$ cat src/rtl/axi4_lite_reg_ctrl_if.sv
// ============================================================================
// Module      : axi4_lite_reg_ctrl_if
// Description : AXI4-Lite slave bus bundle for axi4_lite_reg_ctrl.
// Revision    : 1.0 - initial release
// ============================================================================
`default_nettype none
`timescale 1ns/1ps

interface axi4_lite_reg_ctrl_if #(
    parameter int DATA_WIDTH     = 32,
    parameter int AXI_ADDR_WIDTH = 12
);
    logic [AXI_ADDR_WIDTH-1:0] S_AWADDR;
    logic                      S_AWVALID;
    logic                      S_AWREADY;
    logic [DATA_WIDTH-1:0]     S_WDATA;
    logic [DATA_WIDTH/8-1:0]   S_WSTRB;
    logic                      S_WVALID;
    logic                      S_WREADY;
    logic [1:0]                S_BRESP;
    logic                      S_BVALID;
    logic                      S_BREADY;
    logic [AXI_ADDR_WIDTH-1:0] S_ARADDR;
    logic                      S_ARVALID;
    logic                      S_ARREADY;
    logic [DATA_WIDTH-1:0]     S_RDATA;
    logic [1:0]                S_RRESP;
    logic                      S_RVALID;
    logic                      S_RREADY;

    modport slave (
        input  S_AWADDR, S_AWVALID, S_WDATA, S_WSTRB, S_WVALID, S_BREADY,
               S_ARADDR, S_ARVALID, S_RREADY,
        output S_AWREADY, S_WREADY, S_BRESP, S_BVALID,
               S_ARREADY, S_RDATA, S_RRESP, S_RVALID
    );

    modport master (
        output S_AWADDR, S_AWVALID, S_WDATA, S_WSTRB, S_WVALID, S_BREADY,
               S_ARADDR, S_ARVALID, S_RREADY,
        input  S_AWREADY, S_WREADY, S_BRESP, S_BVALID,
               S_ARREADY, S_RDATA, S_RRESP, S_RVALID
    );
endinterface

`default_nettype wire

$ cat src/rtl/axi4_lite_reg_ctrl.sv
// ============================================================================
// Module      : axi4_lite_reg_ctrl
// Description : AXI4-Lite slave sequencing a single-port register file with
//               round-robin write/read arbitration. Optional range checking
//               with SLVERR via macro AXI4_LITE_REG_CTRL_SLVERR_EN.
// Revision    : 1.0 - initial release
// ============================================================================
`default_nettype none
`timescale 1ns/1ps

module axi4_lite_reg_ctrl #(
    parameter int DATA_WIDTH     = 32,
    parameter int AXI_ADDR_WIDTH = 12,
    parameter int NUM_REGS       = 16
) (
    input  wire logic                          CLK,
    input  wire logic                          RST_N,
    axi4_lite_reg_ctrl_if.slave                s_axi,
    output logic [$clog2(NUM_REGS)-1:0]        REG_ADDR,
    output logic [DATA_WIDTH-1:0]              REG_WDATA,
    output logic                               REG_WEN,
    input  wire logic [DATA_WIDTH-1:0]         REG_RDATA
);

    localparam int IDX_W = $clog2(NUM_REGS);
    localparam int LSB   = $clog2(DATA_WIDTH / 8);

    localparam logic [1:0] c_RESP_OKAY   = 2'b00;
    localparam logic [1:0] c_RESP_SLVERR = 2'b10;

    typedef enum logic [2:0] {
        ST_IDLE  = 3'd0,
        ST_WR    = 3'd1,
        ST_BRESP = 3'd2,
        ST_RD    = 3'd3,
        ST_RRESP = 3'd4
    } state_t;

    state_t                r_state;
    logic                  r_last_wr;
    logic                  r_bvalid;
    logic                  r_rvalid;
    logic [1:0]            r_bresp;
    logic [1:0]            r_rresp;
    logic [DATA_WIDTH-1:0] r_rdata;

    logic                  w_wr_req;
    logic                  w_rd_req;
    logic [IDX_W-1:0]      w_aw_idx;
    logic [IDX_W-1:0]      w_ar_idx;
    logic                  w_aw_err;
    logic                  w_ar_err;
    logic                  w_unused;

    assign w_wr_req = s_axi.S_AWVALID && s_axi.S_WVALID;
    assign w_rd_req = s_axi.S_ARVALID;
    assign w_aw_idx = s_axi.S_AWADDR[LSB +: IDX_W];
    assign w_ar_idx = s_axi.S_ARADDR[LSB +: IDX_W];

`ifdef AXI4_LITE_REG_CTRL_SLVERR_EN
    localparam logic [IDX_W:0] c_NUM_REGS = NUM_REGS[IDX_W:0];
    assign w_aw_err = ({1'b0, w_aw_idx} >= c_NUM_REGS);
    assign w_ar_err = ({1'b0, w_ar_idx} >= c_NUM_REGS);
`else
    assign w_aw_err = 1'b0;
    assign w_ar_err = 1'b0;
`endif

    // Byte strobes and address bits outside the index field carry no meaning here.
    assign w_unused = ^{s_axi.S_WSTRB, s_axi.S_AWADDR, s_axi.S_ARADDR};

    always_ff @(posedge CLK or negedge RST_N) begin
        if (!RST_N) begin
            r_state   <= ST_IDLE;
            r_last_wr <= 1'b0;
            r_bvalid  <= 1'b0;
            r_rvalid  <= 1'b0;
            r_bresp   <= c_RESP_OKAY;
            r_rresp   <= c_RESP_OKAY;
            r_rdata   <= '0;
        end else begin
            case (r_state)
                ST_IDLE: begin
                    // Write wins unless the previous grant went to a write.
                    if (w_wr_req && (!w_rd_req || !r_last_wr)) begin
                        r_state   <= ST_WR;
                        r_last_wr <= 1'b1;
                    end else if (w_rd_req) begin
                        r_state   <= ST_RD;
                        r_last_wr <= 1'b0;
                    end
                end
                ST_WR: begin
                    r_bresp  <= w_aw_err ? c_RESP_SLVERR : c_RESP_OKAY;
                    r_bvalid <= 1'b1;
                    r_state  <= ST_BRESP;
                end
                ST_BRESP: begin
                    if (s_axi.S_BREADY) begin
                        r_bvalid <= 1'b0;
                        r_state  <= ST_IDLE;
                    end
                end
                ST_RD: begin
                    r_rdata  <= w_ar_err ? '0 : REG_RDATA;
                    r_rresp  <= w_ar_err ? c_RESP_SLVERR : c_RESP_OKAY;
                    r_rvalid <= 1'b1;
                    r_state  <= ST_RRESP;
                end
                ST_RRESP: begin
                    if (s_axi.S_RREADY) begin
                        r_rvalid <= 1'b0;
                        r_state  <= ST_IDLE;
                    end
                end
                default: begin
                    r_state <= ST_IDLE;
                end
            endcase
        end
    end

    assign s_axi.S_AWREADY = (r_state == ST_WR);
    assign s_axi.S_WREADY  = (r_state == ST_WR);
    assign s_axi.S_ARREADY = (r_state == ST_RD);
    assign s_axi.S_BVALID  = r_bvalid;
    assign s_axi.S_BRESP   = r_bresp;
    assign s_axi.S_RVALID  = r_rvalid;
    assign s_axi.S_RRESP   = r_rresp;
    assign s_axi.S_RDATA   = r_rdata;

    always_comb begin
        REG_ADDR  = '0;
        REG_WDATA = '0;
        REG_WEN   = 1'b0;
        if (r_state == ST_WR) begin
            REG_ADDR  = w_aw_idx;
            REG_WDATA = s_axi.S_WDATA;
            REG_WEN   = !w_aw_err;
        end else if (r_state == ST_RD) begin
            REG_ADDR  = w_ar_idx;
        end
    end

endmodule

`default_nettype wire

$ cat src/flat_wrapper.sv
// flat-port wrapper written by rule: the top's interface ports become plain ports
module axi4_lite_reg_ctrl_flat 
#(
    parameter int DATA_WIDTH     = 32,
    parameter int AXI_ADDR_WIDTH = 12,
    parameter int NUM_REGS       = 16
)
  (CLK, RST_N, REG_ADDR, REG_WDATA, REG_WEN, REG_RDATA, s_axi_S_AWADDR, s_axi_S_AWVALID, s_axi_S_WDATA, s_axi_S_WSTRB, s_axi_S_WVALID, s_axi_S_BREADY, s_axi_S_ARADDR, s_axi_S_ARVALID, s_axi_S_RREADY, s_axi_S_AWREADY, s_axi_S_WREADY, s_axi_S_BRESP, s_axi_S_BVALID, s_axi_S_ARREADY, s_axi_S_RDATA, s_axi_S_RRESP, s_axi_S_RVALID);
  axi4_lite_reg_ctrl_if #(.DATA_WIDTH(DATA_WIDTH), .AXI_ADDR_WIDTH(AXI_ADDR_WIDTH)) s_axi_i ();
  input  wire logic CLK;
  input  wire logic RST_N;
  output logic [$clog2(NUM_REGS)-1:0] REG_ADDR;
  output logic [DATA_WIDTH-1:0] REG_WDATA;
  output logic REG_WEN;
  input  wire logic [DATA_WIDTH-1:0] REG_RDATA;
  input wire logic [$bits(s_axi_i.S_AWADDR)-1:0] s_axi_S_AWADDR;
  input wire logic [$bits(s_axi_i.S_AWVALID)-1:0] s_axi_S_AWVALID;
  input wire logic [$bits(s_axi_i.S_WDATA)-1:0] s_axi_S_WDATA;
  input wire logic [$bits(s_axi_i.S_WSTRB)-1:0] s_axi_S_WSTRB;
  input wire logic [$bits(s_axi_i.S_WVALID)-1:0] s_axi_S_WVALID;
  input wire logic [$bits(s_axi_i.S_BREADY)-1:0] s_axi_S_BREADY;
  input wire logic [$bits(s_axi_i.S_ARADDR)-1:0] s_axi_S_ARADDR;
  input wire logic [$bits(s_axi_i.S_ARVALID)-1:0] s_axi_S_ARVALID;
  input wire logic [$bits(s_axi_i.S_RREADY)-1:0] s_axi_S_RREADY;
  output wire logic [$bits(s_axi_i.S_AWREADY)-1:0] s_axi_S_AWREADY;
  output wire logic [$bits(s_axi_i.S_WREADY)-1:0] s_axi_S_WREADY;
  output wire logic [$bits(s_axi_i.S_BRESP)-1:0] s_axi_S_BRESP;
  output wire logic [$bits(s_axi_i.S_BVALID)-1:0] s_axi_S_BVALID;
  output wire logic [$bits(s_axi_i.S_ARREADY)-1:0] s_axi_S_ARREADY;
  output wire logic [$bits(s_axi_i.S_RDATA)-1:0] s_axi_S_RDATA;
  output wire logic [$bits(s_axi_i.S_RRESP)-1:0] s_axi_S_RRESP;
  output wire logic [$bits(s_axi_i.S_RVALID)-1:0] s_axi_S_RVALID;
  assign s_axi_i.S_AWADDR = s_axi_S_AWADDR;
  assign s_axi_i.S_AWVALID = s_axi_S_AWVALID;
  assign s_axi_i.S_WDATA = s_axi_S_WDATA;
  assign s_axi_i.S_WSTRB = s_axi_S_WSTRB;
  assign s_axi_i.S_WVALID = s_axi_S_WVALID;
  assign s_axi_i.S_BREADY = s_axi_S_BREADY;
  assign s_axi_i.S_ARADDR = s_axi_S_ARADDR;
  assign s_axi_i.S_ARVALID = s_axi_S_ARVALID;
  assign s_axi_i.S_RREADY = s_axi_S_RREADY;
  assign s_axi_S_AWREADY = s_axi_i.S_AWREADY;
  assign s_axi_S_WREADY = s_axi_i.S_WREADY;
  assign s_axi_S_BRESP = s_axi_i.S_BRESP;
  assign s_axi_S_BVALID = s_axi_i.S_BVALID;
  assign s_axi_S_ARREADY = s_axi_i.S_ARREADY;
  assign s_axi_S_RDATA = s_axi_i.S_RDATA;
  assign s_axi_S_RRESP = s_axi_i.S_RRESP;
  assign s_axi_S_RVALID = s_axi_i.S_RVALID;
  axi4_lite_reg_ctrl #(.DATA_WIDTH(DATA_WIDTH), .AXI_ADDR_WIDTH(AXI_ADDR_WIDTH), .NUM_REGS(NUM_REGS)) u_core (.CLK(CLK), .RST_N(RST_N), .s_axi(s_axi_i), .REG_ADDR(REG_ADDR), .REG_WDATA(REG_WDATA), .REG_WEN(REG_WEN), .REG_RDATA(REG_RDATA));
endmodule
$ cat config.mk
export PLATFORM = sky130hd
export DESIGN_NAME = axi4_lite_reg_ctrl_flat
export DESIGN_NICKNAME = d
export VERILOG_FILES = /design/src/rtl/axi4_lite_reg_ctrl_if.sv /design/src/rtl/axi4_lite_reg_ctrl.sv /design/src/flat_wrapper.sv
export SDC_FILE = /design/constraint.sdc
export NUM_CORES = 1
export LEC_CHECK = 0
export BUFFER_PORTS_ARGS = -buffer_cell sky130_fd_sc_hd__clkbuf_2
export CAP_MARGIN = 25
export CORE_AREA = 2 2 72 74
export CTS_CLUSTER_DIAMETER = 60
export DETAILED_ROUTE_END_ITERATION = 12
export DIE_AREA = 0 0 74 76
export GPL_ROUTABILITY_DRIVEN = 0
export HOLD_SLACK_MARGIN = 0.15
export PLACE_DENSITY_LB_ADDON = 0.2
export REMOVE_ABC_BUFFERS = 1
export SETUP_SLACK_MARGIN = 0.05
export SLEW_MARGIN = 20
export SYNTH_ARGS = -nofsm -noshare
export SYNTH_HDL_FRONTEND = slang
export SYNTH_SLANG_ARGS = --single-unit
$ cat constraint.sdc
create_clock -name CLK -period 4.42 [get_ports CLK]
set_input_delay 0.442 -clock CLK [delete_from_list [all_inputs] [get_ports CLK]]
set_output_delay 0.442 -clock CLK [all_outputs]
set_load 0.01 [all_outputs]
==> reports/results.ini, run 1 <==
[synthesis]
synthCells = 146
syn_area_mm2 = 0.00188
ys_types = 27
synth_seq_cells = 38
ys_warn_count = 0
seq_area_frac_synth = 0.505
synth.avg_cell_area_um2 = 12.9

[route]
via_per_inst = 4.32
drt_first_pass_iters = 4
vias = 1575
ant_nets = 0
drt-total-wl_um = 4380
drt_iter0_drc = 73
drc = 0
routedWlPerCell_um = 12.0

[placement]
io_buffers = 152
place_hpwl_um = 3340
place_inst = 356
dpl_worst_slack_ns = 2.17

[clock_tree]
clk_path_buf_depth = 2
cts_sinks = 38
clk_pin_slew_ns = 0.07
clock-root-buffer = clkbuf_8
cts_made_buffers = 5
h-tree-depth = 2
ctsResizeCount = 0
clock_latency_ns = 0.28
cts_tree = yes

[pwr]
p_leak_nw = 1.51
ir_drop_mv = 0.283
powerDensity_mw_per_mm2 = 632

[timing]
skew_ns = 0.00778
tightest_slew_ns = 0.966
period_needed_ns = 2.54
fin_crit_sh = 0.575
hold_slack_ns = 0.384
finalHoldViolCount = 0
max-slew-margin-rel = 0.356
final.setup.worst_slack_ns = 1.88
setup_violations = 0
rsz0062_at_grt = no
tns_ns = 0
slew_violations = 0
max_freq_mhz = 393

[outcome]
status = complete, no violations

[die]
fp.coreArea_mm2 = 0.00491
die_width_um = 74
ios = 177
rows = 26
floorplan.initialDensity = 0.383
die_area_mm2 = 0.00562
die_h_um = 76

[grt]
grt_pass1_wl_um = 7150
antenna_found_initial = 0
grt_usage = 0.159
grt_overflow = 0
grt_max_degree = 41
grt_pass1_vias = 1534

[critical_path]
arrival_ns = 2.10
worst-endpoint-required_ns = 3.98
reg2reg_from = u_core.r_state[1]$_DFFE_PN0P_
ff2ff_path_depth = 2
r2r-end = u_core.s_axi.S_RDATA[2]$_DFFE_PN0P_
cp-end-kind = output port
worst-r2r-setup-slack_ns = 2.46
path_class = flip-flop to output port
start_kind = flip-flop
crit_fanout = 38

[worst_hold_path]
min_path_cells = 2
worstHoldStart = REG_RDATA[21]
hold_path.class = primary input to flip-flop
hold_end = u_core.s_axi.S_RDATA[21]$_DFFE_PN0P_

[finish]
syn2layout_area_growth_pct = 45.8
stdcell_count = 365
final_common_cell = clkbuf_2
final_cell_mix = clkbuf_2 (152), dfrtp_1 (38), and2_1 (32)
drive_gt1_frac = 0.661
antenna_cells = 0
num-fill-cells = 428
nNetsFinal = 394

[job]
cap_violations = 0

-- how the worst max path moves through the flow --
stage | from | endpoint | depth (start not counted) | slack [ns]
after floorplan | u_core.r_state[2]$_DFFE_PN0P_ | REG_ADDR[0] | 2 | 1.96
after global placement | u_core.r_state[1]$_DFFE_PN0P_ | REG_ADDR[3] | 3 | 2.16
after detailed placement | u_core.r_state[2]$_DFFE_PN0P_ | REG_ADDR[3] | 3 | 2.17
after CTS | u_core.r_state[2]$_DFFE_PN0P_ | REG_ADDR[2] | 3 | 1.86
after global routing | u_core.r_state[1]$_DFFE_PN0P_ | REG_ADDR[2] | 3 | 1.72
final | u_core.r_state[1]$_DFFE_PN0P_ | REG_ADDR[2] | 3 | 1.88
-- per-layer routing --
layer	track usage	wire length, µm
met4	0.0327	37
met1	0.215	1980
met3	0.0384	256
met5	0	0
met2	0.259	2110
-- sequential cells by signal, summed over array words and instances (netlist names) --
register,cells
u_core.r_last_wr,1
u_core.s_axi.S_BVALID,1
u_core.r_state,3
u_core.s_axi.S_RDATA,32
u_core.s_axi.S_RVALID,1
-- report_power, final --
group          internal (mW)  total, mW  switching (mW)
combinational          0.483      0.886           0.403
sequential             0.524      0.634           0.110
clock                  0.106      0.217           0.111
-- through the flow --
| stage | instance area (µm²) | util | total power [mW] |
|---|---|---|---|
| 4_1_cts | 2710 | 0.551 | 1.76 |
| 3_5_place_dp | 2630 | 0.535 | 1.53 |
| 5_1_grt | 2750 | 0.559 | 1.87 |
| 3_3_place_gp | 2630 | 0.535 | 1.52 |
| 6_report | 2750 | 0.559 | 1.74 |
| 2_1_floorplan | 1770 | - | 1.17 |
-- kinds of logic after synthesis --
logic type / after synthesis / share of synthesized area
AOI/OAI and AO/OA: 9 / 0.0379
other: 1 / 0.00199
buffers and inverters: 19 / 0.0704
DFF: 38 / 0.505
muxes: 32 / 0.219
and+or+nand+nor: 47 / 0.165
-- synth_stat cells --
| cell type | number | area (µm²) |
|---|---|---|
| a211oi_1 | 2 | 15.0 |
| a21oi_1 | 1 | 5.00 |
| a22o_1 | 4 | 35.0 |
| a311o_1 | 1 | 10.0 |
| and2_1 | 32 | 200 |
| and3b_1 | 1 | 8.76 |
| buf_2 | 2 | 10.0 |
| buf_4 | 8 | 60.1 |
| buf_6 | 2 | 22.5 |
| buf_8 | 1 | 15.0 |
| clkbuf_1 | 1 | 3.75 |
| clkbuf_2 | 2 | 10.0 |
| conb_1 | 1 | 3.75 |
| dfrtp_1 | 38 | 951 |
| inv_1 | 3 | 11.3 |
| mux2_2 | 18 | 203 |
| mux2_4 | 14 | 210 |
| nand2b_1 | 1 | 6.26 |
| nand3b_1 | 1 | 7.51 |
| nor2_1 | 3 | 11.3 |
| nor2b_1 | 1 | 6.26 |
| nor3b_2 | 1 | 12.5 |
| nor4b_1 | 3 | 26.3 |
| nor4bb_1 | 2 | 20.0 |
| o22ai_1 | 1 | 6.26 |
| or2_1 | 1 | 6.26 |
| or3_1 | 1 | 6.26 |
-- worst max-delay path: stages (launching register included) --
cell and delay [ns]:
dfrtp_1 0.52, and3b_2 0.89, a22o_1 0.27, clkbuf_2 0.13
-- layout make-up --
type / instances / area, µm² / share of cell area
inverter: 3 / 11.3 / 0.00410
multi-input combinational: 92 / 812 / 0.296
clock buffer: 5 / 68.8 / 0.0251
clock inverter: 2 / 10.0 / 0.00364
timing repair buffer: 155 / 806 / 0.293
tap: 70 / 87.6 / 0.0319
sequential: 38 / 951 / 0.346
-- repair_timing --
item,CTS,global route
buffers inserted,0,0
hold endpoints to repair,0,15
hold buffers,0,1
(Power assumes the default switching activity.)
==> run 2: changes to the inputs <==
Settings changed: CORE_AREA 2 2 72 74 to 2 2 75 77, DIE_AREA 0 0 74 76 to 0 0 77 79.
Clock period 4.42 ns to 2.5 ns, I/O delays scaled along.
==> run 2 against run 1 <==
  * First-iteration DRC count is 11% lower
  * Routed wire length rose by 9.7%
  * Die area is 8.2% higher
  * Design area grew 0.96%
  * Critical path type unchanged
  * Final cell count is 1.4% higher
  * Non-clock buffer count is 2 higher
  * Via count is 4.7% higher
  * Worst hold slack worse by 0.20 ns
  * Largest power group unchanged
==> reports/results.ini, run 2 (synthesis results as in run 1) <==
[outcome]
status = complete, no violations  ; unchanged

[clock_tree]
clk_pin_slew_ns = 0.08  ; was 0.07 ns
h-tree-depth = 2  ; unchanged
cts_made_buffers = 5  ; unchanged
clock-root-buffer = clkbuf_8  ; unchanged
cts_sinks = 38  ; unchanged
clock_latency_ns = 0.29  ; was 0.28 ns
cts_tree = yes  ; unchanged
ctsResizeCount = 0  ; unchanged
clk_path_buf_depth = 2  ; unchanged

[finish]
final_util = 0.519  ; was 0.559
stdcell_count = 370  ; was 365
final_cell_mix = clkbuf_2 (152), dfrtp_1 (38), and2_1 (32)  ; unchanged
antenna_cells = 0  ; unchanged
num-fill-cells = 519  ; was 428
syn2layout_area_growth_pct = 47.2  ; was 45.8%
largest_reg_flops = 32  ; unchanged
final_common_cell = clkbuf_2  ; unchanged
nNetsFinal = 396  ; was 394
drive_gt1_frac = 0.664  ; was 0.661

[die]
ios = 177  ; unchanged
fp.coreArea_mm2 = 0.00534  ; was 0.00491 mm²
floorplan.initialDensity = 0.353  ; was 0.383
die_area_mm2 = 0.00608  ; was 0.00562 mm²
rows = 27  ; was 26
die_width_um = 77  ; was 74 µm
die_h_um = 79  ; was 76 µm

[critical_path]
reg2reg_from = u_core.r_state[1]$_DFFE_PN0P_  ; unchanged
start_kind = flip-flop  ; unchanged
cpMaxStageDelayCell = dfrtp_1  ; was and3b_2
arrival_ns = 1.84  ; was 2.10 ns
crit_fanout = 11  ; was 38
worst-endpoint-required_ns = 2.25  ; was 3.98 ns
path_class = flip-flop to output port  ; unchanged
slowest_delay_ns = 0.52  ; was 0.89 ns
path_cells = and3b_2 -> buf_4 -> a22o_1 -> clkbuf_2  ; was and3b_2 -> a22o_1 -> clkbuf_2
startpoint = u_core.r_state[1]$_DFFE_PN0P_  ; unchanged
cp-end-kind = output port  ; unchanged

[grt]
grt_max_degree = 40  ; was 41
grt_usage = 0.156  ; was 0.159
grt_pass1_wl_um = 7420  ; was 7150 µm
grt_overflow = 0  ; unchanged
antenna_found_initial = 0  ; unchanged
grt_pass1_vias = 1496  ; was 1,534

[timing]
skew_ns = 0.00573  ; was 0.00778 ns
finalHoldViolCount = 0  ; unchanged
final.setup.worst_slack_ns = 0.409  ; was 1.88 ns
setup_violations = 0  ; unchanged
tns_ns = 0  ; unchanged
max_freq_mhz = 478
slew_violations = 0  ; unchanged
rsz0062_at_grt = no  ; unchanged
fin_crit_sh = 0.836
period_needed_ns = 2.09

[route]
vias = 1649  ; was 1,575
drt_first_pass_iters = 4  ; unchanged
via_per_inst = 4.46  ; was 4.32
drt_iter0_drc = 65  ; was 73
drt-total-wl_um = 4810  ; was 4380 µm
routedWlPerCell_um = 13.0  ; was 12.0 µm
drc = 0  ; unchanged
ant_nets = 0  ; unchanged

[job]
cap_violations = 0  ; unchanged

[pwr]
fin_total_pwr_mw = 3.13  ; was 1.74 mW
ir_drop_mv = 0.597  ; was 0.283 mV
p_leak_nw = 1.53  ; was 1.51 nW
powerDensity_mw_per_mm2 = 1130  ; was 632 mW/mm²

[worst_hold_path]
hold_path.class = primary input to flip-flop  ; unchanged
worstHoldStart = REG_RDATA[18]  ; was REG_RDATA[21]

[placement]
place_inst = 360  ; was 356
place_hpwl_um = 3820  ; was 3340 µm
dpl_worst_slack_ns = 0.691  ; was 2.17 ns
io_buffers = 152  ; unchanged

## run 2: worst paths after layout
check / endpoint / slack (ns) / depth (start not counted)
max: REG_ADDR[2] / 0.41 / 4
min: u_core.s_axi.S_RDATA[18]$_DFFE_PN0P_ / 0.19 / 2
max reg2reg: u_core.s_axi.S_RDATA[27]$_DFFE_PN0P_ / 0.73 / 3
min reg2reg: u_core.s_axi.S_RDATA[9]$_DFFE_PN0P_ / 0.51 / 1
max in group asynchronous: u_core.s_axi.S_RVALID$_DFFE_PN0P_ / 1.71 / 3
min in group asynchronous: u_core.s_axi.S_RDATA[12]$_DFFE_PN0P_ / 0.36 / 2
## run 2: power by group
part	internal, mW	total, mW	leakage [nW]	switching, mW
sequential	0.926	1.13	0.458	0.202
combinational	0.859	1.57	1.02	0.711
clock	0.222	0.436	0.0472	0.214
total	2.01	3.13	1.53	1.13
## run 2: critical path, delay by kind of cell (launching register included)
family | cells | cell delay [ns]
AO/OA/AOI/OAI | 1 | 0.18
AND/OR/NAND/NOR | 1 | 0.43
flip-flops | 1 | 0.52
buffers and inverters | 2 | 0.42
## run 2: metal layers
metal  global-route usage  wire [µm]  up-vias
met5                    0          0        -
met4               0.0518         74        0
met3               0.0557        449        7
met2                0.286       2570       90
met1                0.168       1720      767
li1                     -          -      785
## run 2: stage by stage
step / cell area [µm²] / hold slack [ns]
after CTS: 2750 / 0.178
after detailed placement: 2650 / 0.445
after global routing: 2770 / 0.172
final: 2770 / 0.188
after global placement: 2650 / 0.452
after floorplan: 1770 / -0.0456
## run 2: repair_timing
item                      4_1_cts  5_1_grt
hold endpoints to repair       38        0
setup buffers                   0        0
hold buffers                    1        0
## run 2: layout make-up
class                           instances  area, µm²  share of cell area
Timing Repair Buffer                  157        813               0.293
Tap cell                               72       90.1              0.0325
Sequential cell                        38        951               0.343
Multi-Input combinational cell         92        812               0.293
Clock inverter                          2       12.5             0.00451
Inverter                                3       11.3             0.00406
Clock buffer                            6       82.6              0.0298
==> run 3: changes to the inputs <==
Settings changed: CORE_AREA 2 2 75 77 to 2 2 79 81, DIE_AREA 0 0 77 79 to 0 0 81 83.
Clock period 2.5 ns to 1.69 ns, I/O delays scaled along.
==> run 3 against run 2 <==
  * Critical endpoint is now REG_ADDR[3]
  * Clock-buffer cell count up 1
  * Routed wire length up 11%
  * Global-route usage down 0.31 points
  * Core utilization up 3.7 points
  * Final cell count up 12%
  * First-iteration DRC count down 37%
  * Register-to-register slack worse by 0.57 ns
  * Highest routed layer unchanged
  * Worst setup slack worse by 0.35 ns
==> reports/results.ini, run 3 (synthesis results as in run 1) <==
[finish]
antenna_cells = 0  ; unchanged
final_common_cell = clkbuf_2  ; unchanged
syn2layout_area_growth_pct = 71.9  ; was 47.2%
drive_gt1_frac = 0.613  ; was 0.664
num-fill-cells = 527  ; was 519
final_cell_mix = clkbuf_2 (141), dfrtp_1 (37), dlygate4sd3_1 (35)  ; was clkbuf_2 (152), dfrtp_1 (38), and2_1 (32)
multiInputGateArea_um2 = 817  ; was 812 µm²
regArea_um2 = 952  ; was 951 µm²
nNetsFinal = 439  ; was 396
largest_reg_flops = 32  ; unchanged

[pwr]
ir_drop_mv = 0.570  ; was 0.597 mV
p_leak_nw = 1.74  ; was 1.53 nW
powerDensity_mw_per_mm2 = 1540  ; was 1130 mW/mm²

[critical_path]
start_kind = flip-flop  ; unchanged
crit_fanout = 19  ; was 11
cp-end-kind = output port  ; unchanged
path_buf_inv = 2  ; unchanged
arrival_ns = 1.47  ; was 1.84 ns
path_class = flip-flop to output port  ; unchanged
path_cells = and3b_2 -> buf_12 -> a22o_1 -> buf_2  ; was and3b_2 -> buf_4 -> a22o_1 -> clkbuf_2
worst-r2r-setup-slack_ns = 0.16  ; was 0.73 ns
crit_family = flip-flops  ; unchanged
slowest_delay_ns = 0.40  ; was 0.52 ns
cpMaxStageDelayCell = dfrtp_1  ; unchanged
worst-endpoint-required_ns = 1.52  ; was 2.25 ns

[clock_tree]
clk_pin_slew_ns = 0.08  ; about the same
cts_sinks = 38  ; unchanged
cts_tree = yes  ; unchanged
clock-root-buffer = clkbuf_8  ; unchanged
cts_made_buffers = 5  ; unchanged
clk_path_buf_depth = 2  ; unchanged
h-tree-depth = 2  ; unchanged
clock_latency_ns = 0.29  ; about the same

[route]
vias = 1734  ; was 1,649
routedWlPerCell_um = 12.8  ; was 13.0 µm
drc = 0  ; unchanged
drt_iter0_drc = 41  ; was 65
drt-total-wl_um = 5320  ; was 4810 µm
via_per_inst = 4.17  ; was 4.46
ant_nets = 0  ; unchanged
drt_first_pass_iters = 4  ; unchanged

[job]
cap_violations = 0  ; unchanged

[timing]
skew_ns = 0.00725  ; was 0.00573 ns
slew_violations = 0  ; unchanged
fin_crit_sh = 0.967
max_freq_mhz = 612
final.setup.worst_slack_ns = 0.0553  ; was 0.409 ns
period_needed_ns = 1.63
setup_violations = 0  ; unchanged
finalHoldViolCount = 0  ; unchanged
rsz0062_at_grt = yes  ; was no
hold_slack_ns = 0.172  ; was 0.188 ns

[die]
rows = 28  ; was 27
floorplan.initialDensity = 0.324  ; was 0.353
die_width_um = 81  ; was 77 µm
die_h_um = 83  ; was 79 µm
ios = 177  ; unchanged
fp.coreArea_mm2 = 0.00582  ; was 0.00534 mm²
die_area_mm2 = 0.00672  ; was 0.00608 mm²

[worst_hold_path]
hold_path.class = primary input to flip-flop  ; unchanged

[placement]
dpl_worst_slack_ns = 0.218  ; was 0.691 ns
io_buffers = 152  ; unchanged
place_hpwl_um = 3790  ; was 3820 µm

[grt]
grt_pass1_wl_um = 8000  ; was 7420 µm
grt_pass1_vias = 1591  ; was 1,496
grt_max_degree = 41  ; was 40
antenna_found_initial = 0  ; unchanged
grt_overflow = 0  ; unchanged
grt_usage = 0.153  ; was 0.156

[outcome]
status = complete, no violations  ; unchanged

run 3: cell count changes in the layout (fill, tap and decap cells not counted):
cell           change
buf_4              +6
clkbuf_2          -11
and2_1             -2
buf_12             +3
dlygate4sd3_1     +34
dfrtp_2            +1
clkinvlp_4         -1
buf_6              +2
clkbuf_1           +1
buf_2              +9
and2_4             +2
dfrtp_1            -1
run 3: worst paths after layout:
path,start,endpoint,depth (start not counted)
max,u_core.r_state[1]$_DFFE_PN0P_,REG_ADDR[3],4
min,s_axi_S_AWVALID,u_core.r_last_wr$_DFFE_PN0P_,3
max reg2reg,u_core.r_state[2]$_DFFE_PN0P_,u_core.s_axi.S_RDATA[4]$_DFFE_PN0P_,5
min reg2reg,u_core.s_axi.S_RDATA[14]$_DFFE_PN0P_,u_core.s_axi.S_RDATA[14]$_DFFE_PN0P_,1
max in group asynchronous,RST_N,u_core.r_state[2]$_DFFE_PN0P_,3
min in group asynchronous,RST_N,u_core.s_axi.S_RDATA[16]$_DFFE_PN0P_,2
run 3: cell type report:
class	instances	area share
inverters	3	0.00348
repair buffers	200	0.393
well taps	75	0.0290
clock inverters	1	0.00155
clock buffers	7	0.0267
multi-input cells	92	0.252
flip-flops and latches	38	0.294
run 3: repair_timing:
| action | CTS | global route |
|---|---|---|
| hold buffers | 35 | 0 |
| endpoints found under the hold margin | 49 | 0 |
| pin swaps | 1 | 1 |
| setup buffers | 2 | 5 |
| cloned | 0 | 0 |
| resized for setup | 1 | 16 |
| endpoints found under the setup margin | 36 | 37 |
run 3: power by group:
part	leakage (nW)	internal [mW]	switching [mW]
clock	0.0482	0.329	0.304
combinational	1.23	1.53	1.19
sequential	0.456	1.37	0.242
run 3: worst min-delay path, delay by kind of cell:
kind,cells,cell delay (ns)
AO/OA/AOI/OAI,1,0.08
buffers and inverters,1,0.09
AND/OR/NAND/NOR,1,0.09
run 3: stage by stage:
| stage | setup TNS (ns) | area (µm²) | instances | util | power, mW |
|---|---|---|---|---|---|
| 3_3_place_gp | 0 | 2710 | 366 | 0.466 | 4.13 |
| 2_1_floorplan | -31.64 | 1770 | 133 | - | 3.07 |
| 6_report | 0 | 3240 | 416 | 0.557 | 4.97 |
| 3_5_place_dp | 0 | 2710 | 366 | 0.466 | 4.17 |
| 4_1_cts | 0 | 3170 | 411 | 0.545 | 4.92 |
| 5_1_grt | -0.0323 | 3240 | 416 | 0.557 | 5.31 |
run 3: routing by layer:
layer	vias up	part of all wire	track usage
met5	-	0	0
met4	0	0.010	0.0370
met3	6	0.043	0.0359
met2	46	0.54	0.270
met1	814	0.40	0.185
li1	868	-	-
